==> config.mk <==
export PLATFORM = sky130hd
export DESIGN_NAME = ioctl_sdram_loader
export DESIGN_NICKNAME = d
export VERILOG_FILES = /design/src/rtl/ioctl_sdram_loader.sv
export SDC_FILE = /design/constraint.sdc
export NUM_CORES = 1
export LEC_CHECK = 0
export ABC_CLOCK_PERIOD_IN_PS = 3700
export CORE_MARGIN = 2
export CORE_UTILIZATION = 35
export CTS_CLUSTER_DIAMETER = 200
export CTS_CLUSTER_SIZE = 40
export DETAILED_ROUTE_END_ITERATION = 6
export SLEW_MARGIN = 30
export SYNTH_ARGS = -nofsm -noshare
export SYNTH_HDL_FRONTEND = slang
export SYNTH_SLANG_ARGS = --single-unit
==> constraint.sdc <==
create_clock -name i_EMU_MCLK -period 3.7 [get_ports i_EMU_MCLK]
set_clock_uncertainty 0.15 [all_clocks]
set_input_delay 0.74 -clock i_EMU_MCLK [delete_from_list [all_inputs] [get_ports i_EMU_MCLK]]
set_output_delay 0.74 -clock i_EMU_MCLK [all_outputs]
set_load 0.1 [all_outputs]
==> src/rtl/ioctl_sdram_loader.sv <==
// Packs an ioctl byte stream into 16-bit SDRAM word writes with a request/ack
// handshake, back-pressure, an odd-length tail flush and sticky status flags.
module ioctl_sdram_loader #(
  parameter logic [15:0] ROM_INDEX  = 16'h0000,
  parameter logic [26:0] BYTE_LIMIT = 27'h0100000,
  parameter logic [7:0]  FILL_BYTE  = 8'hFF
) (
  input  logic        i_EMU_MCLK,
  input  logic        i_EMU_INITRST,
  input  logic [15:0] i_IOCTL_INDEX,
  input  logic        i_IOCTL_DOWNLOAD,
  input  logic [26:0] i_IOCTL_ADDR,
  input  logic [7:0]  i_IOCTL_DATA,
  input  logic        i_IOCTL_WR,
  output logic        o_IOCTL_WAIT,
  output logic        o_SDRAM_WR_REQ,
  output logic [23:0] o_SDRAM_ADDR,
  output logic [15:0] o_SDRAM_DATA,
  input  logic        i_SDRAM_WR_ACK,
  output logic        o_LOADING,
  output logic        o_LOAD_DONE,
  output logic        o_OVERRUN
);

  typedef enum logic [2:0] {IDLE, HAVE_LO, REQ, FLUSH, DONE} state_t;

  state_t      state, state_next;
  logic        match, match_q, match_rise, match_fall, strobe_ok;
  logic [23:0] word_addr;
  logic [7:0]  lo_byte, lo_byte_next;
  logic [23:0] lo_addr, lo_addr_next;
  logic [23:0] addr_q, addr_next;
  logic [15:0] data_q, data_next;
  logic        end_q, end_next;
  logic        loading_q, loading_next;
  logic        done_q, done_next;
  logic        overrun_q, overrun_next;
  logic        wr_req_q;

  assign match      = i_IOCTL_DOWNLOAD && (i_IOCTL_INDEX == ROM_INDEX);
  assign match_rise = match && !match_q;
  assign match_fall = !match && match_q;
  assign strobe_ok  = match && i_IOCTL_WR && (i_IOCTL_ADDR < BYTE_LIMIT);
  assign word_addr  = i_IOCTL_ADDR[24:1];

  // NOTE: every signal driven here gets a default first, so no latch is inferred.
  always_comb begin
    state_next   = state;
    lo_byte_next = lo_byte;
    lo_addr_next = lo_addr;
    addr_next    = addr_q;
    data_next    = data_q;
    end_next     = end_q;
    loading_next = loading_q;
    done_next    = done_q;
    overrun_next = overrun_q;

    if (match_rise) begin
      // A new download restarts the loader from whatever state it was in.
      state_next   = IDLE;
      end_next     = 1'b0;
      loading_next = 1'b1;
      done_next    = 1'b0;
      overrun_next = 1'b0;
    end else begin
      case (state)
        IDLE, HAVE_LO: begin
          if (match_fall) begin
            state_next = (state == HAVE_LO) ? FLUSH : DONE;
          end else if (strobe_ok) begin
            if (!i_IOCTL_ADDR[0]) begin
              lo_byte_next = i_IOCTL_DATA;
              lo_addr_next = word_addr;
              state_next   = HAVE_LO;
            end else begin
              // An odd byte only pairs with a low byte latched for the same word.
              addr_next  = word_addr;
              data_next  = {i_IOCTL_DATA,
                            ((state == HAVE_LO) && (lo_addr == word_addr)) ? lo_byte : FILL_BYTE};
              end_next   = 1'b0;
              state_next = REQ;
            end
          end
        end
        FLUSH: begin
          if (strobe_ok) overrun_next = 1'b1;
          addr_next  = lo_addr;
          data_next  = {FILL_BYTE, lo_byte};
          end_next   = 1'b1;
          state_next = REQ;
        end
        REQ: begin
          if (strobe_ok)  overrun_next = 1'b1;
          if (match_fall) end_next     = 1'b1;
          if (i_SDRAM_WR_ACK) state_next = (end_q || match_fall) ? DONE : IDLE;
        end
        DONE:    state_next = DONE;
        default: state_next = IDLE;
      endcase
    end

    if (state_next == DONE) begin
      done_next    = 1'b1;
      loading_next = 1'b0;
    end
  end

  // NOTE: sequential state uses non-blocking assignments only.
  always_ff @(posedge i_EMU_MCLK) begin
    if (i_EMU_INITRST) begin
      state     <= IDLE;
      match_q   <= 1'b0;
      lo_byte   <= '0;
      lo_addr   <= '0;
      addr_q    <= '0;
      data_q    <= '0;
      end_q     <= 1'b0;
      loading_q <= 1'b0;
      done_q    <= 1'b0;
      overrun_q <= 1'b0;
      wr_req_q  <= 1'b0;
    end else begin
      state     <= state_next;
      match_q   <= match;
      lo_byte   <= lo_byte_next;
      lo_addr   <= lo_addr_next;
      addr_q    <= addr_next;
      data_q    <= data_next;
      end_q     <= end_next;
      loading_q <= loading_next;
      done_q    <= done_next;
      overrun_q <= overrun_next;
      wr_req_q  <= (state_next == REQ);
    end
  end

  assign o_SDRAM_WR_REQ = wr_req_q;
  assign o_IOCTL_WAIT   = wr_req_q;
  assign o_SDRAM_ADDR   = addr_q;
  assign o_SDRAM_DATA   = data_q;
  assign o_LOADING      = loading_q;
  assign o_LOAD_DONE    = done_q;
  assign o_OVERRUN      = overrun_q;

endmodule

---- After elaboration in Yosys (flattened, before gate mapping) ----
Cells that the tools add are included.
word-level totals
  register bits ........................... 81
  bits of input ports ..................... 56
  output and inout bits ................... 45
  logic and storage cells ................. 72
operators by class
  $lt $le $gt $ge ......................... 1
  equal/unequal tests ..................... 11
  mux-type cells .......................... 24
  bitwise logic cells ..................... 3
  reductions and logical operators ........ 22
operators with widths
  cell                                                                             number
  24-bit two-way mux                                                               3
  16-bit two-way mux                                                               3
  24-bit case mux with 2 select lines                                              1
  16-bit case mux with 2 select lines                                              1
  27-bit by 21-bit less-than comparator with 1-bit output (second input constant)  1
  24-bit equality test                                                             1
  3-bit two-way mux                                                                6
  16-bit zero test                                                                 1
  5-bit AND reduction                                                              3
  3-bit case mux with 4 select lines                                               1
  3-bit by 2-bit equality test with 1-bit output (second input constant)           3
  8-bit two-way mux                                                                1
  2-bit != test (second input constant)                                            4
  2-bit OR reduction                                                               4
  3-bit equality test (second input constant)                                      2
  1-bit logical AND                                                                6
  1-bit two-way mux                                                                6
  2-bit nonzero test                                                               2
  3-bit by 1-bit equality test with 1-bit output (second input constant)           1
  3-bit zero test                                                                  1
  1-bit NOT                                                                        3
  1-bit case mux with 3 select lines                                               1
  3-bit nonzero test                                                               1
  1-bit zero test                                                                  2
  3 further kinds                                                                  3

---- Depth between registers and ports, before layout ----
  depth after elaboration ................. 11
  gate-level depth with buffers ........... 8
  gate-level depth less buffers ........... 5

---- Least setup slack after synthesis ----
Ideal clock, no wire load.
  path kind ............................... input to register
  start ................................... input i_IOCTL_ADDR[23]
  end ..................................... register lo_addr[10]
  arrival ................................. 2.287 ns
  data required time ...................... 3.418 ns
  slack ................................... 1.131 ns
  stages .................................. 7
  path buffers ............................ 2
  cells stage by stage .................... nor4b_1 -> nand2_1 -> or4_1 -> buf_2 -> buf_2 -> nand2_1 -> a21oi_1
between the ends
  longest elaborated chain between the ends .. 3
ends and longest elaborated chain
  item                                                     RTL line  RTL
  start: declaration                                       12        input logic [26:0] i_IOCTL_ADDR,
  27-bit by 21-bit less-than comparator with 1-bit output  43        assign strobe_ok = match && i_IOCTL_WR && (i_IOCTL_ADDR < BYTE_LIMIT);
  1-bit logical AND                                        43
  5-bit AND reduction (no line)                            -
  end signal: assignment                                   126       lo_addr <= lo_addr_next;
  end: declaration                                         31        logic [23:0] lo_addr, lo_addr_next;
No other way between the ends.
A chain may end at the register's enable or synchronous reset.

---- Worst setup path in the final report ----
  start ................................... input i_IOCTL_ADDR[23]
  end ..................................... register addr_q[18] (netlist: o_SDRAM_ADDR[18])
between the ends
  longest elaborated chain between the ends .. 4
ends and longest elaborated chain
  item                                                     RTL line  RTL
  27-bit by 21-bit less-than comparator with 1-bit output  43
  1-bit logical AND                                        43
  2-bit != test (no line)                                  -
  5-bit AND reduction (no line)                            -
  end signal: assignment                                   127       addr_q <= addr_next;
  end: declaration                                         32        logic [23:0] addr_q, addr_next;
No other way between the ends.

==> results.sh <==
export IMPL_synth_top_area_share_pct=44.8
export IMPL_timing_critical_path_cells="clkdlybuf4s50_1 > nor4b_1 > nand4_1 > o21ai_4 > buf_4 > a21oi_1 > a311oi_1"
export IMPL_yosysWarnings=0
export IMPL_r2r_cells=5
export IMPL_fp_coreArea_um2=10200
export IMPL_p_switching_w=0.000381
export IMPL_syn_avg_cell_area_um2=8.18
export IMPL_final_antenna_net_count=0
export IMPL_io_buffers=100
export IMPL_cts_buffers=9
export IMPL_hp_start="lo_byte[4]$_SDFFE_PP0P_"
export IMPL_drv_slew=0
export IMPL_slew_headroom_pct=32.7
export IMPL_cap_violations=0
export IMPL_drc=0
export IMPL_outcome="finished clean"
export IMPL_setup_violations=0
export IMPL_p_seq_share_pct=55.0
export IMPL_cts_resized=0
export IMPL_startpoint="i_IOCTL_ADDR[23]"
export IMPL_syn_area_um2=3620
export IMPL_clk_pin_slew_ns=0.09
export IMPL_num_io_pins=101
export IMPL_die_area_um2=11200
export IMPL_clk_latency_ns=0.35
export IMPL_grt_max_degree=53
export IMPL_regArea_um2=1620
export IMPL_fin_util_pct=48.1
export IMPL_htree_levels=3
export IMPL_cpPeakStageDelay_ns=0.55
export IMPL_min_path_cells=2
export IMPL_rsz0062_at_grt="no"
export IMPL_std_cell_rows=37
export IMPL_placed_area_um2=4720
export IMPL_antenna_found_initial=0
export IMPL_grt_pass1_vias=3355
export IMPL_yosys_register_bits=81
export IMPL_crit_buf_inv=2
export IMPL_routabilityCongestion=0.821
export IMPL_crit_path_start_kind="input pin"
export IMPL_p_per_area_nw_per_um2=323
export IMPL_end_kind="register"
export IMPL_finalHoldViolCount=0
export IMPL_cts_tree="built"
export IMPL_vdd_drop_max_v=0.000155
export IMPL_synth_largest_area_cell="dfxtp_1"
export IMPL_final_area_um2=4900
export IMPL_p_total_w=0.00158
export IMPL_fmax_mhz=331
export IMPL_grt_ovfl_total=0
export IMPL_reg2reg_from="state[1]$_SDFF_PP0_"
export IMPL_wire_per_inst_um=15.2
export IMPL_ctsHoldBuffers=0
export IMPL_initial_core_util_pct=35.5
export IMPL_dieWidth_um=106
export IMPL_vias=3445
export IMPL_synth_area_leaders="dfxtp_1, nand2_1, a21oi_1"
export IMPL_switching_share_pct=24.1
export IMPL_required_ns=3.79
export IMPL_pwr_share_clk_pct=37.6
export IMPL_crit_type="in -> reg"
export IMPL_wl_mm=10.2
export IMPL_hold_slack_ns=0.308
export IMPL_comb_power_share_pct=7.5
export IMPL_critPathSlowestCell="nor4b_1"
export IMPL_synth_nets=498
export IMPL_area_delta_synth_final_pct=35.5
export IMPL_grt_pass1_wl_mm=16.5
export IMPL_cpLargestDelayFamily="buffers and inverters"
export IMPL_synth_cell_types=37
export IMPL_dr_pass1_iters=4
export IMPL_ys_seq_area_share_pct=44.8
export IMPL_n_antenna_cell=0
export IMPL_leakage_nw=1.64
export IMPL_cts_setup_buffers=0
export IMPL_die_h_um=106
export IMPL_clock_root_buffer="clkbuf_8"
export IMPL_internal_power_w=0.00120
export IMPL_clock_tree_buffer_depth=2
export IMPL_finalNetCount=583
export IMPL_place_hpwl_mm=6.80
export IMPL_period_share_pct=81.6
export IMPL_fin_setup_tns_ns=0
export IMPL_nFillCells=1037
export IMPL_fin_crit_ns=3.02
export IMPL_cp_arrival_ns=3.11
export IMPL_worstMarginPinSlew_ns=1.01
export IMPL_drt_iter0_markers=186
export IMPL_syn_inst=442
export IMPL_clock_sinks=81
export IMPL_hp_class="reg -> reg"
export IMPL_grtUsageTotal_pct=18.4
export IMPL_drive_gt1_share_pct=6.77
export IMPL_multi_input_area_um2=1810
export IMPL_crit_fanout=40
export IMPL_via_per_inst=5.16
export IMPL_path_depth=7
cell usage after synthesis, drive strengths merged:
master	number
o21ai	5
a221oi	1
inv	9
o21a	2
o31ai	3
a21boi	2
or3	3
nor3b	1
nor2	13
nor3	8
nand2	104
o211ai	1
nor2b	4
a311oi	32
clkbuf	26
a31o	1
or4	2
buf	11
a211oi	9
nor4	10
a21oi	70
xor2	21
nand3	1
and2	7
dfxtp	81
nand2b	3
nand4	5
nor4b	3
a31oi	1
xnor2	3
placed cells by master (no fill, tap or decap), types with 4 or more instances in the layout:
cell type        netlist  routed
a211oi_1               9       9
dfxtp_1               81      81
nand4_1                4       4
and2_1                 7       7
a311oi_1              32      32
nor2_1                13      13
nor4_1                 7       7
xor2_1                21      21
buf_4                  1      11
nand2_1              104     104
inv_1                  9       9
nor3_1                 8       8
clkdlybuf4s50_1        0      97
nor2b_1                4       4
o21ai_0                4       4
a21oi_1               70      70
clkbuf_8               0      10
tightest hold or removal path, stage by stage, from the launching register on:
cell	delay (ns)
dfxtp_1	0.32
nand2_1	0.05
a21oi_1	0.05
final cells by class:
cell class	instances	area share [%]
multi-input combinational	315	36.9
clock inverter	5	0.817
tap	136	3.47
timing repair buffer	111	22.1
inverter	9	0.689
sequential	81	33.1
clock buffer	11	2.88
cells by family after synthesis:
| logic type | Yosys count | synth area share (%) |
|---|---|---|
| AOI/OAI and AO/OA | 127 | 22.3 |
| and+or+nand+nor | 164 | 21.6 |
| xor gates and xnor gates | 24 | 5.81 |
| buffers and inverters | 46 | 5.40 |
| DFF | 81 | 44.8 |
through the flow:
step,worst slack (ns),cells
after floorplan,1.13,442
after global placement,0.409,652
after detailed placement,0.371,652
after CTS,0.716,668
after global routing,0.381,668
final,0.681,668
power groups by stage:
stage	Sequential, W	Combinational, W	Clock, W
after floorplan	0.000891	0.0000358	0
after global placement	0.000891	0.000118	0
after detailed placement	0.000891	0.000119	0
after CTS	0.000871	0.000119	0.000616
after global routing	0.000871	0.000129	0.000650
final	0.000871	0.000119	0.000595
final timing paths:
kind / to / slack [ns]
worst max-delay path: o_SDRAM_ADDR[18]$_SDFFE_PP0P_ / 0.68
worst min-delay path: lo_byte[4]$_SDFFE_PP0P_ / 0.31
worst max register to register: o_SDRAM_ADDR[9]$_SDFFE_PP0P_ / 1.48
worst min register to register: lo_byte[4]$_SDFFE_PP0P_ / 0.31
per-layer routing:
layer / GRT usage (%) / wire [um]
met1: 23.3 / 4510
met2: 30.7 / 4850
met3: 4.14 / 661
met4: 6.39 / 131
met5: 0 / 0
flip-flops by register name, summed over array words and instances, names as in the netlist:
signal,flops
o_LOAD_DONE,1
end_q,1
state,3
match_q,1
lo_byte,8
o_SDRAM_DATA,16
lo_addr,24
o_LOADING,1
o_IOCTL_WAIT,1
o_SDRAM_ADDR,24
o_OVERRUN,1
No activity file was read; power rests on OpenSTA's default activity.
